## config.mk

```make
export PLATFORM = sky130hd
export DESIGN_NAME = ppu_writer
export DESIGN_NICKNAME = d
export VERILOG_FILES = /design/src/rtl/ppu_writer.sv
export SDC_FILE = /design/constraint.sdc
export NUM_CORES = 1
export LEC_CHECK = 0
export CORE_MARGIN = 8
export CORE_UTILIZATION = 45
export DETAILED_ROUTE_END_ITERATION = 16
export GPL_TIMING_DRIVEN = 0
export HOLD_SLACK_MARGIN = 0.08
export PLACE_DENSITY = 0.64
export SYNTH_ARGS = -nofsm -noshare
export SYNTH_HDL_FRONTEND = slang
export SYNTH_SLANG_ARGS = --single-unit
```

## constraint.sdc

```tcl
create_clock -name clk -period 8.2 [get_ports clk]
set_clock_uncertainty 0.05 [all_clocks]
set_input_delay 0.82 -clock clk [delete_from_list [all_inputs] [get_ports clk]]
set_output_delay 0.82 -clock clk [all_outputs]
set_load 0.01 [all_outputs]
```

## src/rtl/ppu_writer.sv

```systemverilog
// PPU table-write bus initiator: queues write commands and issues at most one
// PPU write per clock, holding barrier commands until the start of vertical blank.
module ppu_writer #(
  parameter int unsigned DEPTH   = 16,
  parameter int unsigned VACTIVE = 480
) (
  input  logic                     clk,
  input  logic                     reset,
  input  logic                     cmd_valid,
  output logic                     cmd_ready,
  input  logic [15:0]              cmd_addr,
  input  logic [31:0]              cmd_data,
  input  logic                     cmd_barrier,
  input  logic [9:0]               vcount,
  output logic                     chipselect,
  output logic                     write,
  output logic [15:0]              address,
  output logic [31:0]              writedata,
  output logic [$clog2(DEPTH):0]   level,
  output logic [7:0]               drop_count,
  output logic                     vblank_start
);

  localparam int unsigned AW = $clog2(DEPTH);

  typedef enum logic [1:0] {IDLE, ISSUE, WAIT_VB} state_t;
  state_t state, state_next;

  logic [48:0]   mem [DEPTH];
  logic [AW-1:0] wr_ptr, rd_ptr;
  logic [AW:0]   count;
  logic          push, pop;
  logic          head_barrier, head_unmapped;
  logic [15:0]   head_addr;
  logic [31:0]   head_data;
  logic          vb, vb_q, vb_rise, armed;

  assign cmd_ready     = (count != (AW+1)'(DEPTH));
  assign level         = count;
  assign push          = cmd_valid && cmd_ready;
  assign {head_barrier, head_addr, head_data} = mem[rd_ptr];
  assign head_unmapped = (head_addr[9:8] == 2'b11);
  assign vb            = (vcount >= 10'(VACTIVE));
  assign vb_rise       = vb && !vb_q;
  assign write         = chipselect;

  always_ff @(posedge clk) begin
    if (push) mem[wr_ptr] <= {cmd_barrier, cmd_addr, cmd_data};
  end

  always_ff @(posedge clk or posedge reset) begin
    if (reset) begin
      wr_ptr <= '0;
      rd_ptr <= '0;
      count  <= '0;
    end else begin
      if (push) wr_ptr <= wr_ptr + AW'(1);
      if (pop)  rd_ptr <= rd_ptr + AW'(1);
      case ({push, pop})
        2'b10:   count <= count + (AW+1)'(1);
        2'b01:   count <= count - (AW+1)'(1);
        default: ;
      endcase
    end
  end

  // A vblank edge seen while already in WAIT_VB's entry cycle leaves armed set,
  // so WAIT_VB also releases on armed to avoid losing a whole frame.
  always_comb begin
    state_next = state;
    pop        = 1'b0;
    case (state)
      IDLE:    if (count != '0) state_next = ISSUE;
      ISSUE: begin
        if (count == '0)                  state_next = IDLE;
        else if (!head_barrier || armed)  pop        = 1'b1;
        else                              state_next = WAIT_VB;
      end
      WAIT_VB: if (vb_rise || armed) state_next = ISSUE;
      default: state_next = IDLE;
    endcase
  end

  always_ff @(posedge clk or posedge reset) begin
    if (reset) state <= IDLE;
    else       state <= state_next;
  end

  // A new vblank edge re-arms even if it coincides with a barrier pop.
  always_ff @(posedge clk or posedge reset) begin
    if (reset) begin
      vb_q         <= 1'b0;
      vblank_start <= 1'b0;
      armed        <= 1'b0;
    end else begin
      vb_q         <= vb;
      vblank_start <= vb_rise;
      if (vb_rise)                   armed <= 1'b1;
      else if (pop && head_barrier)  armed <= 1'b0;
    end
  end

  always_ff @(posedge clk or posedge reset) begin
    if (reset) begin
      chipselect <= 1'b0;
      address    <= '0;
      writedata  <= '0;
      drop_count <= '0;
    end else begin
      chipselect <= pop && !head_unmapped;
      if (pop && !head_unmapped) begin
        address   <= head_addr;
        writedata <= head_data;
      end
      if (pop && head_unmapped && drop_count != 8'hFF)
        drop_count <= drop_count + 8'd1;
    end
  end

endmodule

```

==> results of run 1 <==
## path summary, 6_finish.rpt
path	from	end	slack, ns	cells after the start
max	rd_ptr[3]	level[2]	4.27	14
min	vb_q	vblank_start	0.40	1
max reg2reg	rd_ptr[3]	level[2]	4.27	14
min reg2reg	vb_q	vblank_start	0.40	1
max in group asynchronous	reset	writedata[7]	6.84	3
min in group asynchronous	reset	writedata[29]	0.53	2
## sequential cells by signal, indices dropped and copies added (netlist names)
signal,flops
vblank_start,1
mem,784
wr_ptr,4
chipselect,1
writedata,32
address,16
drop_count,8
rd_ptr,4
state,2
level,5
armed,1
vb_q,1
## power by group
group          internal (W)  leakage [nW]  switching, W  total (W)
Clock               0.00238          1.45       0.00166    0.00404
Combinational       0.00222          3.32       0.00240    0.00462
Sequential          0.00537          7.97      0.000210    0.00558
Total               0.00997          12.7       0.00427     0.0142
## cell type report
type | count | area, um2
diodes | 6 | 15.0
plain buffers | 73 | 399
clock buffers | 116 | 2470
clock inverters | 49 | 478
fillers | 5486 | 33800
inverters | 12 | 47.5
multi-input cells | 507 | 7160
flip-flops and latches | 859 | 25400
well taps | 959 | 1200
repair buffers | 149 | 1740
## cell families after synthesis
group,after synthesis,share of synthesized area (%)
mux,299,17.3
compound gates,100,2.03
fa+ha+maj,9,0.342
xor+xnor,16,0.425
flops,859,77.1
simple gates,83,1.40
buf+inv,85,1.35
## through the flow
stage               TNS, ns  power, W
floorplan                 0   0.00865
global placement    -262.50    0.0102
detailed placement        0    0.0104
CTS                       0    0.0144
global route              0    0.0148
finish                    0    0.0142
## layer usage
metal / vias to the layer above / GRT usage [%] / routed length (um)
met4: 8 / 4.39 / 1580
met2: 571 / 30.4 / 37200
met1: 8325 / 25.7 / 32300
li1: 6618 / - / -
met5: - / 0 / 48
met3: 116 / 4.10 / 5550
## worst register-to-register path, delay by kind of cell (launching register included)
kind	cells	cell delay, ns
compound gates	2	0.73
xor+xnor	3	0.50
fa+ha+maj	2	0.51
buf+inv	4	1.05
flops	1	0.32
simple gates	3	0.65
## placed cells by master (no fill, tap or decap), types with 10 or more instances in the layout
master / n
sky130_fd_sc_hd__edfxtp_1: 784
sky130_fd_sc_hd__mux4_2: 204
sky130_fd_sc_hd__clkdlybuf4s50_1: 121
sky130_fd_sc_hd__clkbuf_16: 92
sky130_fd_sc_hd__dfrtp_1: 75
sky130_fd_sc_hd__clkbuf_1: 48
sky130_fd_sc_hd__mux2i_1: 46
sky130_fd_sc_hd__mux2_4: 29
sky130_fd_sc_hd__clkinv_2: 25
sky130_fd_sc_hd__buf_2: 22
sky130_fd_sc_hd__o21ai_0: 21
sky130_fd_sc_hd__a21oi_1: 20
sky130_fd_sc_hd__buf_6: 20
sky130_fd_sc_hd__nand2_1: 19
sky130_fd_sc_hd__mux2_2: 18
sky130_fd_sc_hd__o221ai_1: 16
sky130_fd_sc_hd__o22ai_1: 16
sky130_fd_sc_hd__nor2_1: 11
sky130_fd_sc_hd__buf_16: 11
sky130_fd_sc_hd__inv_1: 10
sky130_fd_sc_hd__xnor2_1: 10
==> results.ini, run 1 <==
[floorplan]
rows=99
die_height_um=287
num_io_pins=127
core_um2=72700
floorplan.initialDensity_pct=45.3
die-area_um2=82200
die_span_x_um=287

[timing]
grt_setup_unrepaired=false
timing.final.max_slew_violations=0
finalSetupViolations=0
fmaxAchievable_ghz=0.254
period_needed_ns=3.93
setup_ws_ns=4.27
max_slew_margin_pct=23.4
worstMarginPinSlew_ns=1.15
min_period_over_period_pct=48.0
endpoints_failing_hold=0
fin_worst_hold_slack_ns=0.403

[detailed_routing]
antenna_left=0
wire_per_inst_um=28.1
routed_wirelength_um=76700
drt_iter0_markers=1400
drc=0
drtPass1Iterations=7
vias_per_cell=5.73
total_number_of_vias=15600

[global_route]
largest_net_degree_at_the_start_of_global_routing=52
antenna_found_initial=8
grt_residual_overflow=0
via_count_of_the_first_global_routing_pass=16300
grt_first_pass_wirelength_um=112000
grt_util_all_layers_pct=18.7

[finish]
final_core_util_pct=53.5
post_route_cells_drive_above_1_share_pct=27.6
flow.area_growth_from_synthesis_pct=18.1
fin_nets=1762
stdcell_count=2730
final_design_area_no_fill_um2=38900

[logic_synthesis]
synthTopCellsByCount=sky130_fd_sc_hd__edfxtp_1 (784), sky130_fd_sc_hd__mux4_2 (204), sky130_fd_sc_hd__dfrtp_1 (75), sky130_fd_sc_hd__mux2i_1 (46), sky130_fd_sc_hd__clkbuf_1 (32)
synth_seq_cells=859
yosys.area.top_type=sky130_fd_sc_hd__edfxtp_1
post-synth-top-count-cell=sky130_fd_sc_hd__edfxtp_1
syn_nets=1522
post_synth_num_cell_types=53
cell_types_with_the_largest_area_share_after_synthesis=sky130_fd_sc_hd__edfxtp_1 (71%), sky130_fd_sc_hd__mux4_2 (14%), sky130_fd_sc_hd__dfrtp_1 (5.7%)
synth_sequential_area_ratio_pct=77.1
async_flop_share_pct=8.73
area_share_of_the_largest_cell_type_after_synthesis_pct=71.4
synth-warning-count=0
synth_ff_type=sky130_fd_sc_hd__edfxtp_1
synthesis.instances=1451
synth_edf_count=784
syn-cell-area_um2=33000
syn_area_per_cell_um2=22.7

[placed_design]
gp_congestion=0.765
detailedPlace.worstSlack_ns=3.99
detailed_place_hpwl_um=45100
placedInstanceArea_um2=36000
dpl.cell_count=2559
portBuffers=121

[clock_network]
tritoncts=built
clk_latency_ns=0.64
clockRootBuffer=sky130_fd_sc_hd__clkbuf_16
cts_sinks=859
cts-resized-gates=0
cts_hold_buf=0
clkTransAtPathRegs_ns=0.06
cts_max_level=3
cts_setup_buffers=0
clock_path_buffers=3
cts_inserted_buffers=89

[worst_hold_path]
worstHoldPathType=reg -> reg

[critical_path]
critical_path.top_delay_family=buffers and inverters
critical_path_peak_fanout=9
setup.worst_path.start_class=flop
endpoint_kind=flop
timing_worst_setup_path_type=reg -> reg
worst_path_cell_with_the_longest_stage_delay=sky130_fd_sc_hd__a221oi_1
worst_ep_arrival_time_ns=4.40
worstPathRequired_ns=8.66
slowest_stage_delay_on_critical_path_ns=0.52
path_cells=buf_2 > clkinv_1 > a221oi_1 > nand3b_1 > nand3b_2 > inv_1 > ha_1 > clkbuf_1 > xor2_1 > ha_1 > a31oi_1 > xor2_1 > nor2_1 > xnor2_1
buffering_stage_count_on_the_worst_path_with_inverters_included=4

[power]
ir_worst_vdd_mv=0.262
power_density_nw_per_um2=366
power_leakage_nw=12.7

[run_status]
run_status=complete, no violations

[run]
drv.max_cap_violation_count=0

Note: power is estimated with default switching activity, not from simulation.
==> run 2: changes to the inputs <==
==> constraint.sdc (replaced) <==
create_clock -name clk -period 3.83 [get_ports clk]
set_clock_uncertainty 0.05 [all_clocks]
set_input_delay 0.383 -clock clk [delete_from_list [all_inputs] [get_ports clk]]
set_output_delay 0.383 -clock clk [all_outputs]
set_load 0.01 [all_outputs]
==> run 2 against run 1 <==
  * Sequential cell count did not move
  * Critical endpoint unchanged
  * Highest routed layer unchanged
  * Via count rose by 0.61%
  * Critical path depth rose by 1
  * Critical path type unchanged
==> results.ini, run 2 (same netlist as run 1, synthesis figures left out) <==
[run_status]
run_status=complete, no violations

[placed_design]
detailedPlace.worstSlack_ns=-0.0132
detailed_place_hpwl_um=44800
portBuffers=121
gp_congestion=0.752

[finish]
flow.area_growth_from_synthesis_pct=17.9
top_register=mem
post_route_cells_drive_above_1_share_pct=26.3
final_core_util_pct=53.5
largest_reg_flops=784
mostFrequentLayoutCell=sky130_fd_sc_hd__edfxtp_1
layout.cells.most_common_list=sky130_fd_sc_hd__edfxtp_1 (784), sky130_fd_sc_hd__mux4_2 (204), sky130_fd_sc_hd__clkdlybuf4s50_1 (121)
fin_nets=1758
layout_top_registers=mem x784, writedata x32, address x16

[floorplan]
die_height_um=287
core_um2=72700
floorplan.initialDensity_pct=45.3
rows=99
die_span_x_um=287
die-area_um2=82200
num_io_pins=127

[detailed_routing]
antenna_left=0
total_number_of_vias=15700
routed_wirelength_um=76500
vias_per_cell=5.78
drt_iter0_markers=1779
drtPass1Iterations=5
drc=0
wire_per_inst_um=28.1

[global_route]
grt_util_all_layers_pct=18.6
largest_net_degree_at_the_start_of_global_routing=51
antenna_found_initial=10
via_count_of_the_first_global_routing_pass=16200
grt_first_pass_wirelength_um=112000
grt_residual_overflow=0

[clock_network]
cts_sinks=859
clk_latency_ns=0.63
cts_hold_buf=0
tritoncts=built
clkTransAtPathRegs_ns=0.06
cts_inserted_buffers=88
clock_path_buffers=3
cts_max_level=3
clockRootBuffer=sky130_fd_sc_hd__clkbuf_16

[critical_path]
critical_path.top_delay_family=buffers and inverters
buffering_stage_count_on_the_worst_path_with_inverters_included=4
timing.rr.end=level[2]
slowest_stage_delay_on_critical_path_ns=0.44
worst-r2r-setup-slack_ns=0.19
worstPathRequired_ns=4.29
worst_ep_arrival_time_ns=4.11
endpoint_kind=flop
timing_worst_setup_path_type=reg -> reg
path_cells=buf_2 > and2_1 > buf_2 > a221oi_1 > nand3b_1 > nand3b_2 > inv_1 > ha_1 > clkbuf_1 > xor2_1 > ha_1 > a31oi_1 > xor2_1 > nor2_1 > xnor2_1
worstSetupEndpoint=level[2]
critical_path_peak_fanout=10
worst_path_cell_with_the_longest_stage_delay=sky130_fd_sc_hd__a221oi_1
reg2regPathDepth=15
critical_path_depth=15
setup.worst_path.start_class=flop
crit_start=rd_ptr[1]
crit-reg2reg-launch=rd_ptr[1]

[timing]
period_needed_ns=3.64
endpoints_failing_hold=0
grt_setup_unrepaired=false
fmaxAchievable_ghz=0.275
min_period_over_period_pct=95.0
max_slew_margin_pct=22.0
timing.final.max_slew_violations=0
worstMarginPinSlew_ns=1.17
setup_ws_ns=0.190
finalSetupViolations=0
setup_total_negative_slack_ns=0

[run]
drv.max_cap_violation_count=0

[worst_hold_path]
worstHoldPathType=in -> async

[power]
power_density_nw_per_um2=779
ir_worst_vdd_mv=0.438
power_leakage_nw=12.7

[run 2: changes by cell type in the layout (fill, tap and decap cells not counted), moves of 2 or more]
cell / previous run / this run
sky130_fd_sc_hd__buf_12: 4 / 8
sky130_fd_sc_hd__buf_6: 20 / 10
sky130_fd_sc_hd__buf_8: 1 / 4
sky130_fd_sc_hd__clkbuf_1: 48 / 51
sky130_fd_sc_hd__clkbuf_16: 92 / 88
sky130_fd_sc_hd__clkbuf_8: 8 / 4
sky130_fd_sc_hd__clkinv_1: 6 / 22
sky130_fd_sc_hd__clkinv_2: 25 / 12
sky130_fd_sc_hd__clkinvlp_4: 8 / 1
sky130_fd_sc_hd__inv_16: 0 / 2
sky130_fd_sc_hd__inv_6: 1 / 4
[run 2: through the flow]
| step | instances | hold slack [ns] | area [um2] | total power [W] |
|---|---|---|---|---|
| CTS | 2716 | 0.194 | 38800 | 0.0306 |
| floorplan | 1451 | 0.358 | 33000 | 0.0185 |
| finish | 2722 | 0.169 | 38900 | 0.0303 |
| global placement | 2531 | 0.389 | 35400 | 0.0219 |
| global route | 2718 | 0.248 | 38900 | 0.0316 |
| detailed placement | 2555 | 0.398 | 36000 | 0.0222 |
[run 2: how the worst min path moves through the flow]
stage / start / endpoint / slack [ns] / depth (start not counted)
finish: reset / writedata[29] / 0.17 / 2
global route: reset / writedata[29] / 0.25 / 2
floorplan: vb_q / vblank_start / 0.36 / 1
detailed placement: vb_q / vblank_start / 0.40 / 1
global placement: vb_q / vblank_start / 0.39 / 1
CTS: reset / writedata[29] / 0.19 / 2
[run 2: what timing repair did]
action | in CTS | in global routing
pin swaps | 0 | 2
resized for setup | 1 | 3
endpoints found under the setup margin | 2 | 2
setup buffers | 0 | 1
[run 2: final cells by class]
class / instances / area, um2
clock inverter: 50 / 507
buffer: 73 / 402
tap: 959 / 1200
clock buffer: 111 / 2330
multi-input combinational: 507 / 7190
inverter: 12 / 48.8
timing repair buffer: 146 / 1770
antenna: 5 / 12.5
fill: 5466 / 33800
sequential: 859 / 25400
[run 2: report_power, final]
part	switching (W)	total (W)	internal (W)
Clock	0.00351	0.00844	0.00493
Sequential	0.000460	0.0120	0.0115
Combinational	0.00511	0.00990	0.00478
Total	0.00909	0.0303	0.0212
[run 2: routing by layer]
metal	global-route usage [%]	wire length, um	vias up
met5	0	69	-
met4	4.49	1350	10
met3	4.46	6260	107
met2	29.6	36800	631
met1	25.8	32100	8378
li1	-	-	6607
